[src/rtl/vec_vsetvl_unit.sv]
// vec_vsetvl_unit: runs vsetvli/vsetivli/vsetvl, writes vl/vtype through the CSR regfile and returns vl to rd.
// Latency: accept T, CALC T+1, csrwr_en from T+2 until csr_done, rd_wr_en one cycle later, ready again after that.
// Backpressure: one instruction in flight; inst_ready low from accept until the RESP cycle has passed.
// Optional `VSETVL_AVL_SPLIT_EN: an AVL strictly between VLMAX and 2*VLMAX yields vl = ceil(AVL/2).
`ifndef XLEN
`define XLEN 32
`endif

module vec_vsetvl_unit #(
    parameter int VLEN = 512
) (
    input  logic             clk,
    input  logic             n_rst,
    input  logic [`XLEN-1:0] inst,
    input  logic             inst_valid,
    output logic             inst_ready,
    input  logic [`XLEN-1:0] rs1_data,
    input  logic [`XLEN-1:0] rs2_data,
    input  logic [`XLEN-1:0] vec_length,
    output logic [`XLEN-1:0] scalar1,
    output logic [`XLEN-1:0] scalar2,
    output logic             csrwr_en,
    input  logic             csr_done,
    output logic [4:0]       rd_addr,
    output logic [`XLEN-1:0] rd_data,
    output logic             rd_wr_en,
    output logic             illegal_insn,
    output logic             illegal_vtype
);
    localparam int              XLEN   = `XLEN;
    localparam logic [6:0]      OPC_V  = 7'h57;
    localparam logic [XLEN-1:0] VLEN_X = XLEN'(VLEN);

    typedef enum logic [1:0] {
        IDLE,
        CALC,
        WRITE,
        RESP
    } state_e;

    state_e          state_q, state_d;
    logic [4:0]      rd_addr_q, rd_addr_d;
    logic [XLEN-1:0] avl_q, avl_d;
    logic [XLEN-1:0] vtype_q, vtype_d;
    logic [XLEN-1:0] scalar1_q, scalar1_d;
    logic [XLEN-1:0] scalar2_q, scalar2_d;
    logic [XLEN-1:0] rd_data_q, rd_data_d;
    logic            illegal_insn_q, illegal_insn_d;
    logic            illegal_vtype_q, illegal_vtype_d;

    logic            is_opcfg, is_vsetvli, is_vsetivli, is_vsetvl, is_vset;
    logic [4:0]      dec_rd, dec_rs1;
    logic [XLEN-1:0] dec_vtype, dec_avl;

    logic            vtype_bad;
    logic [4:0]      sew_shift;
    logic [XLEN-1:0] vlmax, vl_min, vl_new;

    assign is_opcfg    = (inst[6:0] == OPC_V) && (inst[14:12] == 3'b111);
    assign is_vsetvli  = is_opcfg && !inst[31];
    assign is_vsetivli = is_opcfg && (inst[31:30] == 2'b11);
    assign is_vsetvl   = is_opcfg && (inst[31:25] == 7'b1000000);
    assign is_vset     = is_vsetvli || is_vsetivli || is_vsetvl;
    assign dec_rd      = inst[11:7];
    assign dec_rs1     = inst[19:15];

    always_comb begin
        dec_vtype = rs2_data;
        if (is_vsetvli) begin
            dec_vtype = {{(XLEN-11){1'b0}}, inst[30:20]};
        end else if (is_vsetivli) begin
            dec_vtype = {{(XLEN-10){1'b0}}, inst[29:20]};
        end

        // rs1=x0 with rd!=x0 requests VLMAX; with rd=x0 it keeps the current vl
        if (is_vsetivli) begin
            dec_avl = {{(XLEN-5){1'b0}}, dec_rs1};
        end else if (dec_rs1 != 5'd0) begin
            dec_avl = rs1_data;
        end else if (dec_rd != 5'd0) begin
            dec_avl = '1;
        end else begin
            dec_avl = vec_length;
        end
    end

    // Only integer LMUL and SEW up to 64 are supported; any bit above vma must be zero
    assign vtype_bad = (vtype_q[XLEN-1:8] != '0) || vtype_q[5] || vtype_q[2];
    assign sew_shift = {3'b000, vtype_q[4:3]} + 5'd3;
    assign vlmax     = (VLEN_X >> sew_shift) << vtype_q[1:0];
    assign vl_min    = (avl_q < vlmax) ? avl_q : vlmax;

`ifdef VSETVL_AVL_SPLIT_EN
    always_comb begin
        vl_new = vl_min;
        if ((avl_q > vlmax) && (avl_q < (vlmax << 1))) begin
            vl_new = (avl_q >> 1) + {{(XLEN-1){1'b0}}, avl_q[0]};
        end
    end
`else
    assign vl_new = vl_min;
`endif

    always_comb begin
        state_d         = state_q;
        rd_addr_d       = rd_addr_q;
        avl_d           = avl_q;
        vtype_d         = vtype_q;
        scalar1_d       = scalar1_q;
        scalar2_d       = scalar2_q;
        rd_data_d       = rd_data_q;
        illegal_insn_d  = 1'b0;
        illegal_vtype_d = 1'b0;

        unique case (state_q)
            IDLE: begin
                if (inst_valid) begin
                    if (is_vset) begin
                        rd_addr_d = dec_rd;
                        avl_d     = dec_avl;
                        vtype_d   = dec_vtype;
                        state_d   = CALC;
                    end else begin
                        illegal_insn_d = 1'b1;
                    end
                end
            end
            CALC: begin
                if (vtype_bad) begin
                    illegal_vtype_d = 1'b1;
                    rd_data_d       = '0;
                    state_d         = RESP;
                end else begin
                    scalar1_d = vl_new;
                    scalar2_d = vtype_q;
                    rd_data_d = vl_new;
                    state_d   = WRITE;
                end
            end
            WRITE: begin
                if (csr_done) begin
                    state_d = RESP;
                end
            end
            RESP: begin
                state_d = IDLE;
            end
            default: begin
                state_d = IDLE;
            end
        endcase
    end

    always_ff @(posedge clk or negedge n_rst) begin
        if (!n_rst) begin
            state_q         <= IDLE;
            rd_addr_q       <= '0;
            avl_q           <= '0;
            vtype_q         <= '0;
            scalar1_q       <= '0;
            scalar2_q       <= '0;
            rd_data_q       <= '0;
            illegal_insn_q  <= 1'b0;
            illegal_vtype_q <= 1'b0;
        end else begin
            state_q         <= state_d;
            rd_addr_q       <= rd_addr_d;
            avl_q           <= avl_d;
            vtype_q         <= vtype_d;
            scalar1_q       <= scalar1_d;
            scalar2_q       <= scalar2_d;
            rd_data_q       <= rd_data_d;
            illegal_insn_q  <= illegal_insn_d;
            illegal_vtype_q <= illegal_vtype_d;
        end
    end

    // csrwr_en drops in RESP so the regfile always sees a low cycle between writes
    assign inst_ready    = (state_q == IDLE);
    assign csrwr_en      = (state_q == WRITE);
    assign rd_wr_en      = (state_q == RESP) && (rd_addr_q != 5'd0);
    assign scalar1       = scalar1_q;
    assign scalar2       = scalar2_q;
    assign rd_addr       = rd_addr_q;
    assign rd_data       = rd_data_q;
    assign illegal_insn  = illegal_insn_q;
    assign illegal_vtype = illegal_vtype_q;

endmodule

[config.mk]
export PLATFORM = sky130hd
export DESIGN_NAME = vec_vsetvl_unit
export DESIGN_NICKNAME = d
export VERILOG_FILES = /design/src/rtl/vec_vsetvl_unit.sv
export SDC_FILE = /design/constraint.sdc
export NUM_CORES = 1
export LEC_CHECK = 0
export BUFFER_PORTS_ARGS = -buffer_cell sky130_fd_sc_hd__buf_2
export CELL_PAD_IN_SITES_DETAIL_PLACEMENT = 1
export CELL_PAD_IN_SITES_GLOBAL_PLACEMENT = 1
export CORE_MARGIN = 4
export CORE_UTILIZATION = 34
export CTS_CLUSTER_SIZE = 16
export DETAILED_ROUTE_END_ITERATION = 8
export PLACE_DENSITY = 0.77
export SYNTH_ARGS = -nofsm -noshare
export SYNTH_HDL_FRONTEND = slang
export SYNTH_SLANG_ARGS = --single-unit
[constraint.sdc]
create_clock -name clk -period 2.6 [get_ports clk]
set_clock_uncertainty 0.15 [all_clocks]
set_input_delay 0.52 -clock clk [delete_from_list [all_inputs] [get_ports clk]]
set_output_delay 0.52 -clock clk [all_outputs]
set_load 0.02 [all_outputs]
==> results_dict.tcl, run 1 <==
set metrics [dict create \
    drive_above_1_share 0.388 \
    tightest_slew_ns 0.487 \
    hold_end "vtype_q[31]$_DFFE_PN0P_" \
    cp-end-kind "flop" \
    numCtsBuffers 17 \
    syn_to_final_growth_pct 38.4 \
    ys.flop_type "dfrtp_1" \
    maxCapViolCount 0 \
    setup.worst_path.start_class "flop" \
    final-instance-count-excl-fill 1188 \
    yosys_warnings 0 \
    final_common_cell "buf_2" \
    tritoncts "built" \
    initialDrtViolationCount 197 \
    grt_pass1_wl_um 30800 \
    clk_pin_slew_ns 0.07 \
    wl_per_cell_um 16.8 \
    busiest_layer "met2" \
    holdCritStartpoint "rs2_data[31]" \
    wl_um 19900 \
    die-area_mm2 0.0227 \
    first_pass_iters 4 \
    fin_util 0.485 \
    dp.cells 1142 \
    cts-root-buf "clkbuf_16" \
    hpwl_um 14700 \
    synth_fp_nets 789 \
    ys_ff_latch 169 \
    holdPathStages 3 \
    use_met1 0.239 \
    die_w_um 151 \
    fill_cells 2264 \
    grt_overflow 0 \
    synth_cell_types 39 \
    grt_use_met3 0.0398 \
    peakVddDrop_v 0.000442 \
    synth-edff-count 0 \
    fin_nets 1053 \
    hold_path.class "primary input to flop" \
    cp_cell_sequence "buf_4 > nor2b_4 > nor2_4 > a22oi_2 > ha_1 > a21boi_2 > o2111ai_2 > buf_4 > a211oi_2 > or3b_4" \
    syn_inst 646 \
    slew_violations 0 \
    cts_sinks 169 \
    worstSetupPathType "flop to flop" \
    fin_crit_sh 0.997 \
    grt_pass1_vias 5824 \
    io_pins 238 \
    core-area_mm2 0.0198 \
    syn_area_mm2 0.00693 \
    r2r_slack_ns 0.008 \
    async_reset_ff_frac 1.00 \
    n_antenna_cell 0 \
    insertion_delay_ns 0.42 \
    syn_avg_cell_area_um2 10.7 \
    final-hold-violation-count 0 \
    seq_area_frac_synth 0.610 \
    start_util 0.350 \
    clk_path_buf_depth 2 \
    status "finished, final reports clean" \
    cp_slowest_stage_delay_ns 0.37 \
    total_leakage_power_nw 5.17 \
    timing.rr.end "rd_data[7]$_DFFE_PN0P_" \
    critPathRequiredTime_ns 2.74 \
    grt_usage 0.172 \
    finalSetupViolations 0 \
    layout_common_cells "buf_2 (237), dfrtp_1 (169), nand2_1 (128), and2_1 (49), o21ai_0 (39)" \
    crit_fanout 3 \
    clock.fmax_mhz 386 \
    port-buffer-count 237 \
    die_h_um 151 \
    min_period_ns 2.59 \
    met2_usage 0.273 \
    fp-row-count 51 \
    rsz0062_at_grt "yes" \
    via_count 5714 \
    r2r-start "vtype_q[1]$_DFFE_PN0P_" \
    ant_nets 0 \
    htree_levels 4 \
    cp_slowest_cell "dfrtp_1" \
    drc_errors 0 \
    critPathArrivalTime_ns 2.73 \
    cpMostUsedCell "buf_4" \
    maxSlewHeadroom 0.672 \
    gp_congestion 0.803 \
    viasPerCell 4.81 \
    antenna_found_initial 2 \
    rr_worst_depth 10 \
    p_per_area_mw_per_mm2 652 \
    grt_max_degree 53 \
]
## routing by layer
layer | vias up | part of all wire
met5 | - | 0.0010
met2 | 173 | 0.46
met3 | 17 | 0.061
met1 | 2741 | 0.47
li1 | 2779 | -
met4 | 4 | 0.0091
## flip-flops by register name, summed over array words and instances (netlist names)
| register | cells |
|---|---|
| illegal_vtype | 1 |
| rd_data | 32 |
| state_q | 2 |
| vtype_q | 32 |
| avl_q | 32 |
| scalar2 | 32 |
| scalar1 | 32 |
| illegal_insn | 1 |
| rd_addr | 5 |
## critical path: cells and delay by family (launching register included)
kind / cells / cell delay (ns)
compound gates: 4 / 0.71
fa+ha+maj: 1 / 0.28
buf+inv: 2 / 0.33
simple gates: 3 / 0.61
flops: 1 / 0.37
## repair_timing
action / CTS / global route
hold buffers: 1 / 0
pin swaps: 9 / 15
endpoints found under the hold margin: 45 / 0
buffers inserted: 5 / 7
gates cloned: 0 / 1
resized for setup: 22 / 26
setup endpoints to repair: 12 / 17
## area by class of cell
type	count	area [um2]	area share
clock buffers	22	484	0.0505
repair buffers	287	1680	0.175
inverters	6	22.5	0.00235
flip-flops and latches	169	4230	0.441
multi-input cells	429	2710	0.283
well taps	265	332	0.0346
clock inverters	10	133	0.0138
## logic make-up (layout without fill, tap and decap cells)
logic type,after synthesis,in the layout,share of synthesized area
simple gates,272,272,0.194
mux,21,21,0.0314
buf+inv,48,325,0.0273
fa+ha+maj,11,11,0.0199
flops,169,169,0.610
compound gates,125,125,0.118
## Yosys cell counts (all sizes together) (2+ instances only)
cell / instances / area share
dfrtp: 169 / 0.61
nand2: 134 / 0.073
o21ai: 68 / 0.049
and2: 49 / 0.044
clkbuf: 40 / 0.022
nor2b: 30 / 0.027
o221ai: 27 / 0.034
mux2i: 15 / 0.022
nand3: 13 / 0.0094
ha: 11 / 0.020
nand4: 11 / 0.0099
nor4: 10 / 0.0090
nor2: 9 / 0.0049
inv: 6 / 0.0032
mux2: 6 / 0.0097
a211o: 5 / 0.0063
o22a: 5 / 0.0063
or4: 5 / 0.0054
a211oi: 4 / 0.0043
a21oi: 3 / 0.0022
nor3: 3 / 0.0022
o32ai: 3 / 0.0038
a22oi: 2 / 0.0022
buf: 2 / 0.0023
nand3b: 2 / 0.0022
o211ai: 2 / 0.0022
or3b: 2 / 0.0025
## report_power, final
part	switching, W	internal (W)	leakage (nW)
Clock	0.00107	0.00154	0.297
Sequential	0.0000419	0.00269	2.36
Combinational	0.000599	0.000321	2.52
Total	0.00171	0.00455	5.17
## metrics by stage
stage	setup TNS, ns	total power [W]	setup slack (ns)	instance area [um2]	hold WS, ns
final	0	0.00626	0.00845	9590	0.171
after CTS	0	0.00633	0.0337	9400	0.151
after detailed placement	-2.05	0.00367	-0.224	8650	0.312
after global routing	-1.08	0.00658	-0.133	9590	0.169
after global placement	-0.117	0.00365	-0.0596	8650	0.302
after floorplan	0	0.00325	0.0744	6930	0.0744
## worst max path at each step
stage / startpoint / end / cells after the start
5_1_grt: vtype_q[3]$_DFFE_PN0P_ / rd_data[5]$_DFFE_PN0P_ / 10
6_report: vtype_q[1]$_DFFE_PN0P_ / rd_data[7]$_DFFE_PN0P_ / 10
2_1_floorplan: vtype_q[4]$_DFFE_PN0P_ / rd_data[0]$_DFFE_PN0P_ / 10
3_5_place_dp: vtype_q[3]$_DFFE_PN0P_ / rd_data[5]$_DFFE_PN0P_ / 10
3_3_place_gp: vtype_q[4]$_DFFE_PN0P_ / rd_data[7]$_DFFE_PN0P_ / 10
4_1_cts: vtype_q[1]$_DFFE_PN0P_ / rd_data[5]$_DFFE_PN0P_ / 10
Power figures use the tool's default switching activity.
==> inputs of run 2 (changes only) <==
Settings changed: CTS_BUF_LIST set to sky130_fd_sc_hd__clkbuf_16, PLACE_DENSITY 0.77 to not set, PLACE_DENSITY_LB_ADDON set to 0.2.
==> results_dict.tcl, run 2 (synthesized netlist as in run 1, its figures left out) <==
set metrics [dict create \
    switchingPower_w 0.00170 \
    cts_sinks 169 \
    fin_util 0.479 \
    final_common_cell "buf_2" \
    clock.fmax_mhz 391 \
    layout_common_cells "buf_2 (236), dfrtp_1 (168), nand2_1 (131), and2_1 (49), o21ai_0 (36)" \
    start_util 0.350 \
    fin_crit_sh 0.984 \
    critPathArrivalTime_ns 2.70 \
    status "finished, final reports clean" \
    wl_um 20200 \
    fp-row-count 51 \
    hold_path.class "primary input to flop" \
    hpwl_um 15300 \
    final-hold-violation-count 0 \
    drc_errors 0 \
    p_per_area_mw_per_mm2 641 \
    power.internal_w 0.00437 \
    slew_violations 0 \
    viasPerCell 4.91 \
    grt_overflow 0 \
    ant_nets 0 \
    maxSlewHeadroom 0.578 \
    syn_to_final_growth_pct 36.7 \
    min_period_ns 2.56 \
    tritoncts "built" \
    holdWs_ns 0.182 \
    initialDrtViolationCount 212 \
    rsz0062_at_grt "yes" \
    via_count 5808 \
    setup.worst_path.start_class "flop" \
    first_pass_iters 4 \
    grt_pass1_wl_um 31800 \
    comb_power_share 0.159 \
    switching_share 0.281 \
    numCtsBuffers 17 \
    core-area_mm2 0.0198 \
    drive_above_1_share 0.376 \
    n_antenna_cell 0 \
    die_h_um 151 \
    io_pins 238 \
    insertion_delay_ns 0.42 \
    grt_max_degree 71 \
    crit_fanout 4 \
    fill_cells 2257 \
    grt_pass1_vias 6152 \
    cp-end-kind "flop" \
    wl_per_cell_um 17.1 \
    tightest_slew_ns 0.633 \
    peakVddDrop_v 0.000386 \
    port-buffer-count 237 \
    grt_usage 0.177 \
    layout_setup_ws_ns 0.0416 \
    gp_congestion 0.856 \
    clk_path_buf_depth 2 \
    total_leakage_power_nw 5.15 \
    worstSetupPathType "flop to flop" \
    die_w_um 151 \
    finalSetupViolations 0 \
    cts-root-buf "clkbuf_16" \
    antenna_found_initial 0 \
    die-area_mm2 0.0227 \
    htree_levels 4 \
    dp_slack_ns -0.299 \
    critPathRequiredTime_ns 2.74 \
    clkPwrFrac 0.391 \
    fin_nets 1049 \
    p_seq_frac 0.450 \
    maxCapViolCount 0 \
    clk_pin_slew_ns 0.07 \
]
-- run 2: final timing paths --
path                                   startpoint                      end  slack (ns)  cells after the start
min reg2reg                scalar2[0]$_DFFE_PN0P_   scalar2[0]$_DFFE_PN0P_        0.32                      2
min in group asynchronous                   n_rst  rd_data[24]$_DFFE_PN0P_        0.55                      2
max in group asynchronous                   n_rst  vtype_q[26]$_DFFE_PN0P_        0.96                      3
min                                  rs2_data[19]  vtype_q[19]$_DFFE_PN0P_        0.18                      3
max reg2reg                vtype_q[4]$_DFFE_PN0P_   rd_data[7]$_DFFE_PN0P_        0.04                     10
max                        vtype_q[4]$_DFFE_PN0P_   rd_data[7]$_DFFE_PN0P_        0.04                     10
-- run 2: worst max-delay path, stage by stage, from the launching register on --
cell,delay (ns)
dfrtp_1,0.42
nor2b_4,0.26
buf_4,0.14
nand2_2,0.06
ha_1,0.27
nand4_1,0.09
o21bai_1,0.20
o2111ai_2,0.17
buf_6,0.17
nand4_1,0.12
or3b_4,0.38
-- run 2: through the flow --
stage	cell area [um2]	power [W]	setup TNS, ns	std cells
6_report	9470	0.00607	0	1184
5_1_grt	9470	0.00639	-0.703	1184
4_1_cts	9370	0.00614	0	1180
3_5_place_dp	8660	0.00371	-2.58	1143
3_3_place_gp	8660	0.00366	-0.0359	1143
2_1_floorplan	6930	0.00325	0	646
-- run 2: layout make-up --
class	instances	area [um2]	share of cell area
inverters	6	22.5	0.00238
well taps	265	332	0.0350
flip-flops and latches	169	4230	0.447
multi-input cells	429	2690	0.284
repair buffers	283	1650	0.174
clock inverters	15	129	0.0136
clock buffers	17	425	0.0449
-- run 2: per-layer routing --
| layer | track usage | wire length [um] | vias up |
|---|---|---|---|
| met5 | 0 | 0 | - |
| li1 | - | - | 2761 |
| met3 | 0.0386 | 1240 | 24 |
| met2 | 0.285 | 9560 | 194 |
| met4 | 0.0549 | 348 | 0 |
| met1 | 0.239 | 9100 | 2829 |
-- run 2: power by group through the flow --
| stage | Combinational [W] | Clock (W) | Sequential (W) |
|---|---|---|---|
| floorplan | 0.000439 | 0 | 0.00281 |
| detailed placement | 0.000927 | 0 | 0.00278 |
| global route | 0.00107 | 0.00259 | 0.00274 |
| CTS | 0.000957 | 0.00245 | 0.00273 |
| finish | 0.000965 | 0.00238 | 0.00273 |
| global placement | 0.000891 | 0 | 0.00277 |
-- run 2: timing repair --
item,in CTS,in global routing
endpoints found under the setup margin,18,36
pin swaps,9,12
resized for setup,28,16
buffers inserted,4,4
hold buffers,1,0
hold endpoints to repair,66,0
